## config.mk

```make
export PLATFORM = sky130hd
export DESIGN_NAME = hud_digit_sequencer_flat
export DESIGN_NICKNAME = d
export VERILOG_FILES = /design/src/rtl/hud_digit_sequencer_pkg.sv /design/src/rtl/hud_digit_sequencer_if.sv /design/src/rtl/hud_digit_sequencer_bin_to_bcd_seq.sv /design/src/rtl/hud_digit_sequencer.sv /design/src/flat_wrapper.sv
export SDC_FILE = /design/constraint.sdc
export NUM_CORES = 1
export LEC_CHECK = 0
export BUFFER_PORTS_ARGS = -buffer_cell sky130_fd_sc_hd__buf_2
export CORE_MARGIN = 5
export CORE_UTILIZATION = 55
export CTS_CLUSTER_SIZE = 12
export DETAILED_ROUTE_END_ITERATION = 7
export PLACE_DENSITY = 0.74
export SLEW_MARGIN = 20
export SYNTH_ARGS = -nofsm -noshare
export SYNTH_HDL_FRONTEND = slang
export SYNTH_SLANG_ARGS = --single-unit
```

## constraint.sdc

```tcl
create_clock -name clk -period 10.8 [get_ports clk]
set_clock_uncertainty 0.1 [all_clocks]
set_input_delay 1.08 -clock clk [delete_from_list [all_inputs] [get_ports clk]]
set_output_delay 1.08 -clock clk [all_outputs]
set_load 0.01 [all_outputs]
```

## src/rtl/hud_digit_sequencer_pkg.sv

```systemverilog
// rtl/hud_digit_sequencer_pkg.sv - shared constants, FSM encoding and saturation helpers
package hud_digit_sequencer_pkg;
    localparam int BIN_W       = 14;
    localparam int BCD_W       = 4;
    localparam int SCORE_MAX   = 9999;
    localparam int TIME_MAX    = 5999;
    localparam int SEC_PER_MIN = 60;

    typedef enum logic [2:0] {
        S_IDLE,
        S_SPLIT,
        S_CONV_SC,
        S_CONV_MN,
        S_CONV_SS,
        S_COMMIT
    } state_e;

    function automatic logic [BIN_W-1:0] sat_score(input logic [BIN_W-1:0] s);
        return (s > BIN_W'(SCORE_MAX)) ? BIN_W'(SCORE_MAX) : s;
    endfunction

    function automatic logic [15:0] sat_time(input logic [15:0] s);
        return (s > 16'(TIME_MAX)) ? 16'(TIME_MAX) : s;
    endfunction
endpackage

```

## src/rtl/hud_digit_sequencer_if.sv

```systemverilog
// rtl/hud_digit_sequencer_if.sv - frame request inputs and committed HUD digit outputs
interface hud_digit_sequencer_if;
    import hud_digit_sequencer_pkg::*;

    logic             frame_start_i;
    logic [31:0]      score_i;
    logic [15:0]      seconds_i;
    logic [BCD_W-1:0] thousands_o;
    logic [BCD_W-1:0] hundreds_o;
    logic [BCD_W-1:0] tens_o;
    logic [BCD_W-1:0] ones_o;
    logic [BCD_W-1:0] min1_o;
    logic [BCD_W-1:0] min0_o;
    logic [BCD_W-1:0] sec1_o;
    logic [BCD_W-1:0] sec0_o;
    logic             digits_valid_o;
    logic             done_o;
    logic             busy_o;

    modport master (
        output frame_start_i, score_i, seconds_i,
        input  thousands_o, hundreds_o, tens_o, ones_o,
        input  min1_o, min0_o, sec1_o, sec0_o,
        input  digits_valid_o, done_o, busy_o
    );

    modport slave (
        input  frame_start_i, score_i, seconds_i,
        output thousands_o, hundreds_o, tens_o, ones_o,
        output min1_o, min0_o, sec1_o, sec0_o,
        output digits_valid_o, done_o, busy_o
    );
endinterface

```

## src/rtl/hud_digit_sequencer_bin_to_bcd_seq.sv

```systemverilog
// rtl/hud_digit_sequencer_bin_to_bcd_seq.sv - serial 14-bit double-dabble binary to 4-digit BCD
module bin_to_bcd_seq
    import hud_digit_sequencer_pkg::*;
(
    input  logic                 clk,
    input  logic                 rst,
    input  logic                 start_i,
    input  logic [BIN_W-1:0]     bin_i,
    output logic [4*BCD_W-1:0]   bcd_o,
    output logic                 ready_o
);
    localparam int SH_W = 4*BCD_W + BIN_W;

    logic [SH_W-1:0] sh_q, sh_d, adj;
    logic [3:0]      cnt_q, cnt_d;

    always_comb begin
        sh_d  = sh_q;
        cnt_d = cnt_q;
        adj   = sh_q;
        if (start_i) begin
            sh_d  = {{(4*BCD_W){1'b0}}, bin_i};
            cnt_d = 4'(BIN_W);
        end else if (cnt_q != 4'd0) begin
            for (int i = 0; i < 4; i++) begin
                if (adj[BIN_W+BCD_W*i +: BCD_W] >= 4'd5)
                    adj[BIN_W+BCD_W*i +: BCD_W] = adj[BIN_W+BCD_W*i +: BCD_W] + 4'd3;
            end
            sh_d  = {adj[SH_W-2:0], 1'b0};
            cnt_d = cnt_q - 4'd1;
        end
    end

    always_ff @(posedge clk or posedge rst) begin
        if (rst) begin
            sh_q  <= '0;
            cnt_q <= '0;
        end else begin
            sh_q  <= sh_d;
            cnt_q <= cnt_d;
        end
    end

    assign bcd_o   = sh_q[SH_W-1:BIN_W];
    assign ready_o = (cnt_q == 4'd0);
endmodule

```

## src/rtl/hud_digit_sequencer.sv

```systemverilog
// rtl/hud_digit_sequencer.sv - per-frame score/time capture, minute split, BCD conversion and atomic digit commit
module hud_digit_sequencer
    import hud_digit_sequencer_pkg::*;
(
    input  logic                  clk,
    input  logic                  rst,
    hud_digit_sequencer_if.slave  hud
);
    state_e              state_q, state_d;
    logic                fs_q, req_q, req_d;
    logic                pending_q, pending_d;
    logic [BIN_W-1:0]    score_q, score_d;
    logic [15:0]         rem_q, rem_d;
    logic [6:0]          min_q, min_d;
    logic [4*BCD_W-1:0]  sc_bcd_q, sc_bcd_d;
    logic [2*BCD_W-1:0]  mn_bcd_q, mn_bcd_d, ss_bcd_q, ss_bcd_d;
    logic [8*BCD_W-1:0]  digits_q, digits_d;
    logic                valid_q, valid_d, done_q, done_d;
    logic                conv_start, conv_ready;
    logic [BIN_W-1:0]    conv_bin;
    logic [4*BCD_W-1:0]  conv_bcd;

    bin_to_bcd_seq u_conv (
        .clk     (clk),
        .rst     (rst),
        .start_i (conv_start),
        .bin_i   (conv_bin),
        .bcd_o   (conv_bcd),
        .ready_o (conv_ready)
    );

    assign req_d = hud.frame_start_i & ~fs_q;

    // The converter is started on the edge that enters each CONV state, so each state lasts 15 cycles.
    always_comb begin
        state_d    = state_q;
        pending_d  = pending_q | (req_q & (state_q != S_IDLE));
        score_d    = score_q;
        rem_d      = rem_q;
        min_d      = min_q;
        sc_bcd_d   = sc_bcd_q;
        mn_bcd_d   = mn_bcd_q;
        ss_bcd_d   = ss_bcd_q;
        digits_d   = digits_q;
        valid_d    = valid_q;
        done_d     = 1'b0;
        conv_start = 1'b0;
        conv_bin   = score_q;
        case (state_q)
            S_IDLE: if (req_q) begin
                score_d = sat_score(hud.score_i[BIN_W-1:0]);
                rem_d   = sat_time(hud.seconds_i);
                min_d   = '0;
                state_d = S_SPLIT;
            end
            S_SPLIT: if (rem_q >= 16'(SEC_PER_MIN)) begin
                rem_d = rem_q - 16'(SEC_PER_MIN);
                min_d = min_q + 7'd1;
            end else begin
                conv_start = 1'b1;
                state_d    = S_CONV_SC;
            end
            S_CONV_SC: if (conv_ready) begin
                sc_bcd_d   = conv_bcd;
                conv_start = 1'b1;
                conv_bin   = {{(BIN_W-7){1'b0}}, min_q};
                state_d    = S_CONV_MN;
            end
            S_CONV_MN: if (conv_ready) begin
                mn_bcd_d   = conv_bcd[2*BCD_W-1:0];
                conv_start = 1'b1;
                conv_bin   = rem_q[BIN_W-1:0];
                state_d    = S_CONV_SS;
            end
            S_CONV_SS: if (conv_ready) begin
                ss_bcd_d = conv_bcd[2*BCD_W-1:0];
                state_d  = S_COMMIT;
            end
            S_COMMIT: begin
                digits_d  = {sc_bcd_q, mn_bcd_q, ss_bcd_q};
                done_d    = 1'b1;
                valid_d   = 1'b1;
                pending_d = 1'b0;
                if (pending_q || req_q) begin
                    score_d = sat_score(hud.score_i[BIN_W-1:0]);
                    rem_d   = sat_time(hud.seconds_i);
                    min_d   = '0;
                    state_d = S_SPLIT;
                end else begin
                    state_d = S_IDLE;
                end
            end
            default: state_d = S_IDLE;
        endcase
    end

    always_ff @(posedge clk or posedge rst) begin
        if (rst) begin
            state_q   <= S_IDLE;
            fs_q      <= 1'b0;
            req_q     <= 1'b0;
            pending_q <= 1'b0;
            score_q   <= '0;
            rem_q     <= '0;
            min_q     <= '0;
            sc_bcd_q  <= '0;
            mn_bcd_q  <= '0;
            ss_bcd_q  <= '0;
            digits_q  <= '0;
            valid_q   <= 1'b0;
            done_q    <= 1'b0;
        end else begin
            state_q   <= state_d;
            fs_q      <= hud.frame_start_i;
            req_q     <= req_d;
            pending_q <= pending_d;
            score_q   <= score_d;
            rem_q     <= rem_d;
            min_q     <= min_d;
            sc_bcd_q  <= sc_bcd_d;
            mn_bcd_q  <= mn_bcd_d;
            ss_bcd_q  <= ss_bcd_d;
            digits_q  <= digits_d;
            valid_q   <= valid_d;
            done_q    <= done_d;
        end
    end

    assign {hud.thousands_o, hud.hundreds_o, hud.tens_o, hud.ones_o,
            hud.min1_o, hud.min0_o, hud.sec1_o, hud.sec0_o} = digits_q;
    assign hud.digits_valid_o = valid_q;
    assign hud.done_o         = done_q;
    assign hud.busy_o         = (state_q != S_IDLE);
endmodule
```

## src/flat_wrapper.sv

```systemverilog
// flat-port wrapper written by rule: the top's interface ports become plain ports
module hud_digit_sequencer_flat import hud_digit_sequencer_pkg::*;
  (clk, rst, hud_frame_start_i, hud_score_i, hud_seconds_i, hud_thousands_o, hud_hundreds_o, hud_tens_o, hud_ones_o, hud_min1_o, hud_min0_o, hud_sec1_o, hud_sec0_o, hud_digits_valid_o, hud_done_o, hud_busy_o);
  hud_digit_sequencer_if hud_i ();
  input  logic clk;
  input  logic rst;
  input wire logic [$bits(hud_i.frame_start_i)-1:0] hud_frame_start_i;
  input wire logic [$bits(hud_i.score_i)-1:0] hud_score_i;
  input wire logic [$bits(hud_i.seconds_i)-1:0] hud_seconds_i;
  output wire logic [$bits(hud_i.thousands_o)-1:0] hud_thousands_o;
  output wire logic [$bits(hud_i.hundreds_o)-1:0] hud_hundreds_o;
  output wire logic [$bits(hud_i.tens_o)-1:0] hud_tens_o;
  output wire logic [$bits(hud_i.ones_o)-1:0] hud_ones_o;
  output wire logic [$bits(hud_i.min1_o)-1:0] hud_min1_o;
  output wire logic [$bits(hud_i.min0_o)-1:0] hud_min0_o;
  output wire logic [$bits(hud_i.sec1_o)-1:0] hud_sec1_o;
  output wire logic [$bits(hud_i.sec0_o)-1:0] hud_sec0_o;
  output wire logic [$bits(hud_i.digits_valid_o)-1:0] hud_digits_valid_o;
  output wire logic [$bits(hud_i.done_o)-1:0] hud_done_o;
  output wire logic [$bits(hud_i.busy_o)-1:0] hud_busy_o;
  assign hud_i.frame_start_i = hud_frame_start_i;
  assign hud_i.score_i = hud_score_i;
  assign hud_i.seconds_i = hud_seconds_i;
  assign hud_thousands_o = hud_i.thousands_o;
  assign hud_hundreds_o = hud_i.hundreds_o;
  assign hud_tens_o = hud_i.tens_o;
  assign hud_ones_o = hud_i.ones_o;
  assign hud_min1_o = hud_i.min1_o;
  assign hud_min0_o = hud_i.min0_o;
  assign hud_sec1_o = hud_i.sec1_o;
  assign hud_sec0_o = hud_i.sec0_o;
  assign hud_digits_valid_o = hud_i.digits_valid_o;
  assign hud_done_o = hud_i.done_o;
  assign hud_busy_o = hud_i.busy_o;
  hud_digit_sequencer u_core (.clk(clk), .rst(rst), .hud(hud_i));
endmodule
```

==> impl_metrics.yaml <==
status:
  status: "finished, final reports clean"
synthesis:
  synth-seq-area-share_pct: 54.0
  ys_top_cells_by_count: "dfrtp_1 (143), nand2_1 (64), mux2_2 (57), o21ai_0 (53), a21oi_1 (35)"
  ys_ff_latch: 143
  yosys_most_used_dff: "dfrtp_1"
  yosysUniqueCellTypes: 54
  synthTopCellsByArea: "dfrtp_1 (54%), mux2_2 (9.7%), o21ai_0 (4.0%)"
  synth_area_sq_mm: 0.00663
  yosysMostFrequentCell: "dfrtp_1"
  synthArstFlopShare_pct: 100
  yosys_warnings: 0
  syn_avg_cell_area_sq_um: 10.8
  syn_nets: 674
  yosysTopAreaCell: "dfrtp_1"
  syn_inst: 612
  synth_edf_count: 0
  synth_top_area_share_pct: 54.0
worst_setup_path:
  end_kind: "flip-flop"
  required_ns: 11.00
  crit_fanout: 31
  arrival_ns: 3.38
  crit_type: "reg2reg"
  worst_setup_path_start_kind: "flip-flop"
timing:
  setup_viol: 0
  fin_crit_ns: 3.18
  hold_viol: 0
  finalCritPeriodShare_pct: 29.4
  fin_hold_ws_ns: 0.303
  relSlewSlack_pct: 29.1
  fin_tns_setup_ns: 0
  finalWorstSetupSlack_ns: 7.62
  rsz0062_at_grt: "false"
  worst_pin_slew_ns: 1.06
  slew_violations: 0
  fmax_mhz: 315
cells_and_area:
  fin_cells: 830
  fin_nets: 733
  fin_area_sq_mm: 0.00769
  layout-drive-gt1-share_pct: 25.0
  nFillCells: 948
  syn2layout_area_growth_pct: 16.1
  num_antenna_cells: 0
cts:
  numCtsBuffers: 17
  cts_tree: "built"
  clk_pin_slew_ns: 0.06
  clk_root_buffer_cell: "clkbuf_16"
  post_cts_buffers: 0
  cts_hold_buf: 0
  cts_resized: 0
  clock_latency_ns: 0.42
  h-tree-depth: 4
  clk_path_buf_depth: 2
  clock-sinks: 143
floorplanning:
  io_pins: 86
  die_h_um: 120
  coreArea_sq_mm: 0.0119
  floorplan.initialDensity_pct: 55.6
  dieArea_sq_mm: 0.0143
  die_x_um: 120
  rows: 40
place:
  place.gp.congestion: 0.771
  numPortBuffers: 67
  dp.cells: 799
  dp_hpwl_mm: 9.45
  pre_cts_slack_ns: 7.72
  place_area_sq_mm: 0.00705
route:
  drt_iter0_drc: 373
  vias: 4899
  drt_wl_total_mm: 14.1
  dr.pass1.iters: 5
  avgRoutedWirePerCell_um: 16.9
  via_per_inst: 5.90
  drtAntennaViolNets: 0
  drcViolationCount: 0
global_routing:
  grt_max_degree: 82
  first_global_vias: 4941
  grt_antenna_before_repair: 0
  gr-usage-all-layers_pct: 20.9
  grt.overflow.total: 0
  grt_pass1_wl_mm: 24.0
power_and_ir_drop:
  powerDensity_mw_per_mm2: 225
  vdd_ir_drop_max_mv: 0.0959
  power_leakage_nw: 3.61
min_path:
  worst_hold_path_type: "reg2reg"
job:
  drv_cap: 0
==> layout by cell type (no fill, tap or decap), types with 3 or more instances in the layout <==
| cell | instances |
|---|---|
| a211oi_1 | 8 |
| a21oi_1 | 35 |
| a22o_1 | 6 |
| a31oi_1 | 5 |
| buf_2 | 67 |
| buf_4 | 6 |
| bufinv_16 | 4 |
| clkbuf_16 | 17 |
| clkbuf_8 | 4 |
| clkinvlp_4 | 3 |
| dfrtp_1 | 143 |
| ha_1 | 11 |
| inv_1 | 14 |
| mux2_2 | 57 |
| mux2i_1 | 21 |
| nand2_1 | 64 |
| nand2b_1 | 10 |
| nand3_1 | 22 |
| nand3b_1 | 4 |
| nor2_1 | 24 |
| nor2b_1 | 4 |
| nor3_1 | 6 |
| nor3b_1 | 4 |
| nor4_1 | 4 |
| o211ai_1 | 10 |
| o21ai_0 | 53 |
| o21ai_1 | 13 |
| o22a_1 | 9 |
| o22ai_1 | 5 |
| o31ai_1 | 3 |
| or3_1 | 8 |
| xnor2_1 | 5 |
==> report_power, final <==
group	internal, mW	leakage, nW	switching, mW	total [mW]
logic	0.171	1.43	0.217	0.388
registers	0.620	1.87	0.0983	0.718
clock network	0.410	0.304	0.218	0.628
==> per-stage QoR <==
stage / utilization, % / power (mW)
floorplan: - / 1.01
global placement: 59.2 / 1.09
detailed placement: 59.2 / 1.11
CTS: 64.6 / 1.74
global route: 64.6 / 1.84
finish: 64.6 / 1.73
==> registers in the layout, indices dropped and copies added (netlist names), 4 cells and up <==
register / cells
u_core.score_q: 14
u_core.digits_q: 32
u_core.mn_bcd_q: 8
u_core.u_conv.sh_q: 30
u_core.u_conv.cnt_q: 4
u_core.ss_bcd_q: 8
u_core.sc_bcd_q: 16
u_core.min_q: 7
u_core.rem_q: 16
==> layer usage <==
| metal | global-route usage, % | routed length [um] | up-vias |
|---|---|---|---|
| met5 | 0 | 0 | - |
| met4 | 7.66 | 224 | 0 |
| met1 | 27.4 | 6270 | 2433 |
| li1 | - | - | 2339 |
| met2 | 34.4 | 7000 | 109 |
| met3 | 4.76 | 564 | 18 |
==> critical path, cell delays in order, from the launching register on <==
cell      delay (ns)
dfrtp_1         1.04
o21ai_0         0.31
a211oi_1        0.52
o21a_1          0.61
o21ai_0         0.18
mux2_2          0.29
==> cells by family (layout without fill, tap and decap cells) <==
kind of cell    after synthesis  count (layout)  share of synthesized area (%)
mux                          78              78                           12.9
simple gates                164             164                           12.2
buf+inv                      49             120                           3.17
xor+xnor                      6               6                          0.793
compound gates              161             161                           14.9
fa+ha+maj                    11              11                           2.08
flops                       143             143                           54.0
==> area by class of cell <==
| class | count | area [sq um] | share of cell area (%) |
|---|---|---|---|
| sequential | 143 | 3580 | 46.5 |
| multi-input combinational | 420 | 2840 | 37.0 |
| clock buffer | 22 | 484 | 6.29 |
| timing repair buffer | 73 | 380 | 4.94 |
| tap | 147 | 184 | 2.39 |
| clock inverter | 9 | 156 | 2.03 |
| inverter | 16 | 65.1 | 0.846 |
==> worst paths after layout <==
check / from / to / slack, ns / cells after the start
min in group asynchronous: rst / u_core.ss_bcd_q[2] / 0.70 / 2
max in group asynchronous: rst / u_core.mn_bcd_q[0] / 8.65 / 3
max: u_core.state_q[0] / u_core.rem_q[2] / 7.62 / 5
min: u_core.fs_q / u_core.req_q / 0.30 / 1
min reg2reg: u_core.fs_q / u_core.req_q / 0.30 / 1
max reg2reg: u_core.state_q[0] / u_core.rem_q[2] / 7.62 / 5
Power figures use the tool's default switching activity.
